<file path="config.mk">
export PLATFORM = sky130hd
export DESIGN_NAME = reorder_buffer
export DESIGN_NICKNAME = d
export VERILOG_FILES = /design/src/rtl/reorder_buffer.sv
export SDC_FILE = /design/constraint.sdc
export NUM_CORES = 2
export LEC_CHECK = 0
export CORE_UTILIZATION = 57
export CTS_CLUSTER_DIAMETER = 100
export DETAILED_ROUTE_END_ITERATION = 8
export DONT_BUFFER_PORTS = 1
export PLACE_DENSITY = 0.72
export SKIP_LAST_GASP = 1
export SLEW_MARGIN = 40
export SYNTH_ARGS = -nofsm -noshare
export SYNTH_HDL_FRONTEND = slang
export SYNTH_SLANG_ARGS = --single-unit
</file>
<file path="constraint.sdc">
create_clock -name clk_in -period 23.2 [get_ports clk_in]
set_input_delay 1.16 -clock clk_in [delete_from_list [all_inputs] [get_ports clk_in]]
set_output_delay 1.16 -clock clk_in [all_outputs]
set_load 0.02 [all_outputs]
</file>
<file path="src/rtl/reorder_buffer.sv">
// reorder_buffer: circular in-order retirement buffer with writeback bypass and branch-mispredict flush
//   clk_in, rst_in (async, active-high), rdy_in (global enable: low holds everything)
//   issue_*       : allocate an entry at the tail; full / tail_rob_id report occupancy and the next id
//   wb_*          : result broadcast marking an entry ready (wb_taken = actual branch outcome)
//   rob_id_j/k    : lookup ids; ready_j/k, data_j/k give combinational operand status with bypass
//   commit_*      : registered retirement of the head entry; commit_reg_id = 0 means no commit
//   flush, flush_pc : registered mispredict recovery request and redirect PC
module reorder_buffer #(
    parameter int ROB_WIDTH = 3,
    parameter int REG_WIDTH = 5
) (
    input  logic                 clk_in,
    input  logic                 rst_in,
    input  logic                 rdy_in,
    input  logic                 issue_valid,
    input  logic [REG_WIDTH-1:0] issue_reg_id,
    input  logic                 issue_ready,
    input  logic [31:0]          issue_data,
    input  logic                 issue_is_branch,
    input  logic                 issue_pred_taken,
    input  logic [31:0]          issue_alt_pc,
    output logic                 full,
    output logic [ROB_WIDTH-1:0] tail_rob_id,
    input  logic                 wb_valid,
    input  logic [ROB_WIDTH-1:0] wb_rob_id,
    input  logic [31:0]          wb_data,
    input  logic                 wb_taken,
    input  logic [ROB_WIDTH-1:0] rob_id_j,
    input  logic [ROB_WIDTH-1:0] rob_id_k,
    output logic                 ready_j,
    output logic [31:0]          data_j,
    output logic                 ready_k,
    output logic [31:0]          data_k,
    output logic [REG_WIDTH-1:0] commit_reg_id,
    output logic [31:0]          commit_data,
    output logic [ROB_WIDTH-1:0] commit_rob_id,
    output logic                 flush,
    output logic [31:0]          flush_pc
);
    localparam int DEPTH = 1 << ROB_WIDTH;

    logic [REG_WIDTH-1:0] reg_q [DEPTH], reg_d [DEPTH];
    logic [31:0]          data_q [DEPTH], data_d [DEPTH];
    logic [31:0]          alt_q [DEPTH], alt_d [DEPTH];
    logic [DEPTH-1:0]     valid_q, valid_d, ready_q, ready_d;
    logic [DEPTH-1:0]     br_q, br_d, pred_q, pred_d, taken_q, taken_d;
    logic [ROB_WIDTH-1:0] head_q, head_d, tail_q, tail_d;
    logic [ROB_WIDTH:0]   count_q, count_d;
    logic [REG_WIDTH-1:0] commit_reg_q, commit_reg_d;
    logic [31:0]          commit_data_q, commit_data_d;
    logic [ROB_WIDTH-1:0] commit_rob_q, commit_rob_d;
    logic                 flush_q, flush_d;
    logic [31:0]          flush_pc_q, flush_pc_d;

    logic issue_ok, wb_ok, retire, mispredict;

    assign full        = count_q == (ROB_WIDTH+1)'(DEPTH);
    assign tail_rob_id = tail_q;
    // Duplicate or stale writebacks (empty or already-ready entries) are dropped.
    assign issue_ok    = issue_valid && !full && !flush_q && rdy_in;
    assign wb_ok       = rdy_in && wb_valid && !flush_q && valid_q[wb_rob_id] && !ready_q[wb_rob_id];
    // Retirement looks only at the registered ready bit, so a result needs one full cycle before it can retire.
    assign retire      = rdy_in && count_q != '0 && ready_q[head_q];
    assign mispredict  = retire && br_q[head_q] && (taken_q[head_q] != pred_q[head_q]);

    assign ready_j = ready_q[rob_id_j] || (wb_valid && wb_rob_id == rob_id_j);
    assign data_j  = (wb_valid && wb_rob_id == rob_id_j) ? wb_data : data_q[rob_id_j];
    assign ready_k = ready_q[rob_id_k] || (wb_valid && wb_rob_id == rob_id_k);
    assign data_k  = (wb_valid && wb_rob_id == rob_id_k) ? wb_data : data_q[rob_id_k];

    assign commit_reg_id = commit_reg_q;
    assign commit_data   = commit_data_q;
    assign commit_rob_id = commit_rob_q;
    assign flush         = flush_q;
    assign flush_pc      = flush_pc_q;

    always_comb begin
        reg_d         = reg_q;
        data_d        = data_q;
        alt_d         = alt_q;
        valid_d       = valid_q;
        ready_d       = ready_q;
        br_d          = br_q;
        pred_d        = pred_q;
        taken_d       = taken_q;
        head_d        = head_q;
        tail_d        = tail_q;
        count_d       = count_q + (ROB_WIDTH+1)'(issue_ok) - (ROB_WIDTH+1)'(retire);
        commit_reg_d  = commit_reg_q;
        commit_data_d = commit_data_q;
        commit_rob_d  = commit_rob_q;
        flush_d       = flush_q;
        flush_pc_d    = flush_pc_q;
        if (rdy_in) begin
            // Branches never name a destination register, even if the decoder supplied one.
            commit_reg_d  = (retire && !br_q[head_q]) ? reg_q[head_q] : '0;
            commit_data_d = retire ? data_q[head_q] : commit_data_q;
            commit_rob_d  = retire ? head_q : commit_rob_q;
            flush_d       = mispredict;
            flush_pc_d    = mispredict ? alt_q[head_q] : flush_pc_q;
        end
        if (issue_ok) begin
            reg_d[tail_q]   = issue_reg_id;
            data_d[tail_q]  = issue_data;
            alt_d[tail_q]   = issue_alt_pc;
            valid_d[tail_q] = 1'b1;
            ready_d[tail_q] = issue_ready;
            br_d[tail_q]    = issue_is_branch;
            pred_d[tail_q]  = issue_pred_taken;
            taken_d[tail_q] = 1'b0;
            tail_d          = tail_q + 1'b1;
        end
        if (wb_ok) begin
            ready_d[wb_rob_id] = 1'b1;
            data_d[wb_rob_id]  = wb_data;
            taken_d[wb_rob_id] = wb_taken;
        end
        if (retire) begin
            valid_d[head_q] = 1'b0;
            ready_d[head_q] = 1'b0;
            head_d          = head_q + 1'b1;
        end
        // A mispredict squashes everything younger, including an issue accepted this same edge.
        if (mispredict) begin
            valid_d = '0;
            ready_d = '0;
            head_d  = '0;
            tail_d  = '0;
            count_d = '0;
        end
    end

    always_ff @(posedge clk_in or posedge rst_in) begin
        if (rst_in) begin
            for (int i = 0; i < DEPTH; i++) begin
                reg_q[i]  <= '0;
                data_q[i] <= '0;
                alt_q[i]  <= '0;
            end
            valid_q       <= '0;
            ready_q       <= '0;
            br_q          <= '0;
            pred_q        <= '0;
            taken_q       <= '0;
            head_q        <= '0;
            tail_q        <= '0;
            count_q       <= '0;
            commit_reg_q  <= '0;
            commit_data_q <= '0;
            commit_rob_q  <= '0;
            flush_q       <= 1'b0;
            flush_pc_q    <= '0;
        end else begin
            reg_q         <= reg_d;
            data_q        <= data_d;
            alt_q         <= alt_d;
            valid_q       <= valid_d;
            ready_q       <= ready_d;
            br_q          <= br_d;
            pred_q        <= pred_d;
            taken_q       <= taken_d;
            head_q        <= head_d;
            tail_q        <= tail_d;
            count_q       <= count_d;
            commit_reg_q  <= commit_reg_d;
            commit_data_q <= commit_data_d;
            commit_rob_q  <= commit_rob_d;
            flush_q       <= flush_d;
            flush_pc_q    <= flush_pc_d;
        end
    end
endmodule

</file>
---- Word level (Yosys, flattened, before mapping) ----
Cells that the tools add are included.
storage, ports and cells
  register bits ........................... 675
  latch bits .............................. 0
  bits in writable memories ............... 0
  bits in read-only memories .............. 0
  output and inout port bits .............. 143
  memories ................................ 0
cells by class
  add/sub/neg operators ................... 4
  $mul .................................... 0
  divide/modulo/power cells ............... 0
  magnitude comparators ................... 15
  equal/unequal tests ..................... 4
  shifts and indexed selects .............. 0
  mux-type cells .......................... 70
  bitwise operators ....................... 12
  reductions and logical operators ........ 30
operators by type and width
  operator            number
  $bwmux 256          3
  $mux 256            2
  $bmux 32 s3         4
  $mux 32             12
  $demux 32 s3        2
  $mux 8              9
  $bwmux 40           1
  $bwmux 8            4
  $and 8x8->8         3
  $bmux 1 s3          8
  $ge 4x4->1 const B  5
  $lt 3x4->1 const B  5
  $mux 5              4
  $not 3->4           5
  $logic_and 1x1->1   19
  $not 8->8           2
  $or 8x8->8          2
  $bmux 5 s3          1
  $demux 5 s3         1
  $mux 3              4
  $mux 1              11
  $demux 1 s3         3
  $ge 3x1->1 const B  3
  $lt 4x1->1 const B  2
  other kinds (12)    20

---- Logic depth before layout (Yosys ltp) ----
  depth after elaboration ................. 11
  depth in mapped cells ................... 14
  gate-level depth less buffers ........... 12

---- Least setup slack after synthesis ----
Ideal clock, no wire load.
  path type ............................... input-to-output
  from .................................... input rob_id_j[0]
  to ...................................... output data_j[10]
  arrival ................................. 2684 ps
  path slack .............................. 19356 ps
  stages on the path ...................... 6
  path buffers ............................ 3
  cell sequence ........................... clkbuf_1 buf_2 buf_2 mux4_2 mux2i_1 a21oi_1
between the ends
  longest elaborated chain between the ends .. 5
RTL lines
  item                                        RTL line  text
  from (decl)                                 28        input logic [ROB_WIDTH-1:0] rob_id_j,
  $not 3->4 (not written as such)             67        assign data_j = (wb_valid && wb_rob_id == rob_id_j) ? wb_data : data_q[rob_id_j];
  $bmux 32 s3                                 67
  $mux 32 (not written as such) (2 in a row)  67
  $mux 32 *                                   67
  to (decl)                                   31        output logic [31:0] data_j,
Mark *: on every way between the ends. The rest lies on a longest branch, timed or not. The select of a mux whose other input is x is not followed.

---- Worst setup path in the final report ----
  from .................................... register head_q[2]
  to ...................................... register commit_data_q[8] (netlist: commit_data[8])
between the ends
  longest elaborated chain between the ends .. 4
RTL lines
  item                                                          RTL line  text
  from (decl)                                                   47        logic [ROB_WIDTH-1:0] head_q, head_d, tail_q, tail_d;
  from (signal assigned)                                        145       head_q <= '0;
  from (signal assigned)                                        162       head_q <= head_d;
  $bmux 1 s3 or $not 3->4 (tied branches)                       63, 97
  $mux 1 (not written as such) or $bmux 32 s3 (tied branches)   63, 97
  $logic_and 1x1->1 or $mux 32 (tied branches)                  63, 97
  $reduce_and 2->1 (no source line) or $mux 32 (tied branches)  n/a
  to (signal assigned)                                          166       commit_data_q <= commit_data_d;
  to (decl)                                                     50        logic [31:0] commit_data_q, commit_data_d;
Several ways; a longest one is shown, not always the timed one. The select of a mux whose other input is x is not followed.
A chain may end at the register's enable or synchronous reset.

==> flow_metrics.env <==
export IMPL_outcome="finished clean"
export IMPL_yosys_area_share_simple_pct=5.22
export IMPL_r2r_start="head_q[2]"
export IMPL_grt_pass1_wl_mm=168
export IMPL_synth_compound_area_share_pct=10.9
export IMPL_crit_path_start_kind="register"
export IMPL_fin_setup_tns_ns=0
export IMPL_grt_total_usage_pct=33.4
export IMPL_r2r_cells=6
export IMPL_hold_class="input pin to asynchronous set/reset pin"
export IMPL_synth_nets=3290
export IMPL_synth_xor_area_share_pct=0.426
export IMPL_maxClockFrequency_mhz=239
export IMPL_crit_type="register to register"
export IMPL_ir_drop_mv=0.0944
export IMPL_ctsHoldBuffers=0
export IMPL_area_growth_pct=6.81
export IMPL_maxCapViolCount=0
export IMPL_overflow=0
export IMPL_critPathArrivalTime_ns=4.73
export IMPL_required_ns=23.75
export IMPL_fillers=4968
export IMPL_grt_max_degree=123
export IMPL_min_period_over_period_pct=18.0
export IMPL_yosys_top_cells_count="675 x dfrtp_1, 425 x mux2_2, 418 x mux2i_1"
export IMPL_p_switching_uw=2180
export IMPL_synth_area_leaders="dfrtp_1 46%, mux2_2 13%, mux2i_1 11%, mux4_2 8.3%, a21oi_1 4.8%"
export IMPL_synthCells=3162
export IMPL_die_area_sq_um=66000
export IMPL_vias=26700
export IMPL_htreeDepth=3
export IMPL_total_power_uw=5730
export IMPL_antenna_found_initial=0
export IMPL_tightestPinTransition_ns=0.905
export IMPL_gp_congestion=0.855
export IMPL_p_leak_uw=0.0173
export IMPL_rsz0062_at_grt="no"
export IMPL_io_pins=262
export IMPL_grt_pass1_vias=27500
export IMPL_tritoncts="yes"
export IMPL_cts_resized=0
export IMPL_finClkSkew_ns=0.0375
export IMPL_intPower_uw=3540
export IMPL_ant_nets=0
export IMPL_setup_viol=0
export IMPL_seq_area_sq_um=16900
export IMPL_wirelength_mm=110
export IMPL_ys_flop_type="dfrtp_1"
export IMPL_post_cts_setup_buffers=0
export IMPL_synth_top_family_by_area="multiplexers"
export IMPL_path_max_fanout=55
export IMPL_rows=93
export IMPL_fin_crit_ns=4.18
export IMPL_via_per_inst=6.90
export IMPL_synth_avg_cell_area_sq_um=11.7
export IMPL_fp_dieW_um=257
export IMPL_cts_sinks=675
export IMPL_io_buffers=0
export IMPL_endpoint_kind="register"
export IMPL_synth_distinct_cells=56
export IMPL_pwr_share_clk_pct=20.6
export IMPL_cts_root_buffer="clkbuf_16"
export IMPL_start_util_pct=57.6
export IMPL_dp_hpwl_mm=62.7
export IMPL_drtIter0Drc=2873
export IMPL_syn_area_sq_um=37000
export IMPL_layout_nets=3083
export IMPL_multi_input_comb_area_sq_um=18600
export IMPL_synth_fa_ha_area_share_pct=0.324
export IMPL_max_slew_margin_pct=39.6
export IMPL_p_seq_share_pct=40.2
export IMPL_antennaDiodeCount=0
export IMPL_p_per_area_nw_per_um2=145
export IMPL_sw_frac_of_total_pct=38.1
export IMPL_finalMaxSlewViolations=0
export IMPL_synth_edf_count=0
export IMPL_timing_hold_violations_final=0
export IMPL_yosysTopAreaCell="dfrtp_1"
export IMPL_core_sq_um=64300
export IMPL_cts_made_buffers=73
export IMPL_die_h_um=257
export IMPL_drc=0
export IMPL_drive_gt1_share_pct=25.6
export IMPL_yosysTopAreaCellShare_pct=45.6
export IMPL_synth_seq_cells=675
export IMPL_combPwrFrac_pct=39.2
export IMPL_ys_seq_area_share_pct=45.6
export IMPL_clock_latency_ns=0.64
export IMPL_r2r_slack_ns=19.02
export IMPL_dr_pass1_iters=6
export IMPL_synthArstFlopShare_pct=100
export IMPL_cts_buffer_depth=3
export IMPL_clk_pin_slew_ns=0.06
export IMPL_wl_per_cell_um=28.4
export IMPL_yosysMostFrequentCell="dfrtp_1"
export IMPL_reg2reg_to="commit_data[8]"
export IMPL_muxShareOfSynthArea_pct=33.1
export IMPL_yosysWarnings=0
## state kept, by name, summed over array words and instances, names as in the netlist, 32 cells and up
name / cells
alt_q: 256
data_q: 256
reg_q: 40
commit_data: 32
flush_pc: 32
## power groups by stage
stage / clock network, uW / registers (uW) / logic [uW]
after floorplan: 0 / 2100 / 1830
final: 1180 / 2300 / 2240
after CTS: 1200 / 2290 / 2220
after global routing: 1240 / 2380 / 2400
after detailed placement: 0 / 2310 / 2220
after global placement: 0 / 2250 / 2130
## critical path, stage by stage (launching register included)
cell      delay (ns)
dfrtp_4         1.00
buf_4           0.80
and2_4          0.64
buf_4           0.78
a22oi_1         0.15
o221ai_1        0.43
mux2_2          0.23
## metal layers
metal | up-vias | GRT usage [%] | part of all wire, % | wire (um)
li1 | 11300 | - | - | -
met1 | 13600 | 43.1 | 38 | 42000
met2 | 1470 | 53.1 | 47 | 51800
met3 | 320 | 8.28 | 10 | 11400
met4 | 0 | 15.5 | 4.2 | 4650
met5 | - | 0 | 0 | 0
## through the flow
step / util, % / setup WS, ns / instances / hold WS [ns] / area [sq um]
floorplan: - / 3.12 / 3162 / 0.474 / 37000
global placement: 57.5 / 19.23 / 3728 / 0.481 / 37000
detailed placement: 57.7 / 19.26 / 3735 / 0.487 / 37100
CTS: 61.5 / 19.22 / 3865 / 0.461 / 39600
global route: 61.5 / 19.01 / 3865 / 0.507 / 39600
finish: 61.5 / 19.02 / 3865 / 0.417 / 39600
## cell type report
class / instances / area share, %
clock buffers: 103 / 5.44
clock inverters: 27 / 0.658
inverters: 17 / 0.199
multi-input cells: 2132 / 46.9
flip-flops and latches: 675 / 42.7
well taps: 855 / 2.70
repair buffers: 56 / 1.33
## worst max-delay path by stage
| stage | startpoint | to | cells past startpoint |
|---|---|---|---|
| finish | head_q[2] | commit_data[8] | 6 |
| global route | head_q[2] | commit_data[8] | 6 |
| CTS | head_q[2] | commit_data[8] | 6 |
| detailed placement | head_q[2] | commit_data[8] | 6 |
| global placement | rdy_in | data_q[112] | 6 |
| floorplan | rst_in | alt_q[0] | 1 |
## placed cells by master (no fill, tap or decap), drive strengths merged, types with 3 or more instances in the layout
cell type and count:
nor2b 8, bufinv 3, a211oi 4, mux2i 418, ha 8, a21o 5, mux2 441, o2bb2ai 31
a32o 3, nand4 11, o22ai 37, xnor2 17, o21ai 14, o221ai 31, buf 55, nand3b 5
nand3 7, a22oi 70, clkbuf 104, mux4 136, clkinv 19, and2 4, a21oi 356, inv 20
a221oi 82, dfrtp 675, nor2 372, nand2 50
## cells by family (layout without fill, tap and decap cells)
family	after synthesis	count (layout)
AOI/OAI and AO/OA	639	639
xor gates and xnor gates	18	18
adders and majority gates	9	9
buffers and inverters	355	203
DFF	675	675
muxes	995	995
and+or+nand+nor	471	471
Power figures use the tool's default switching activity.
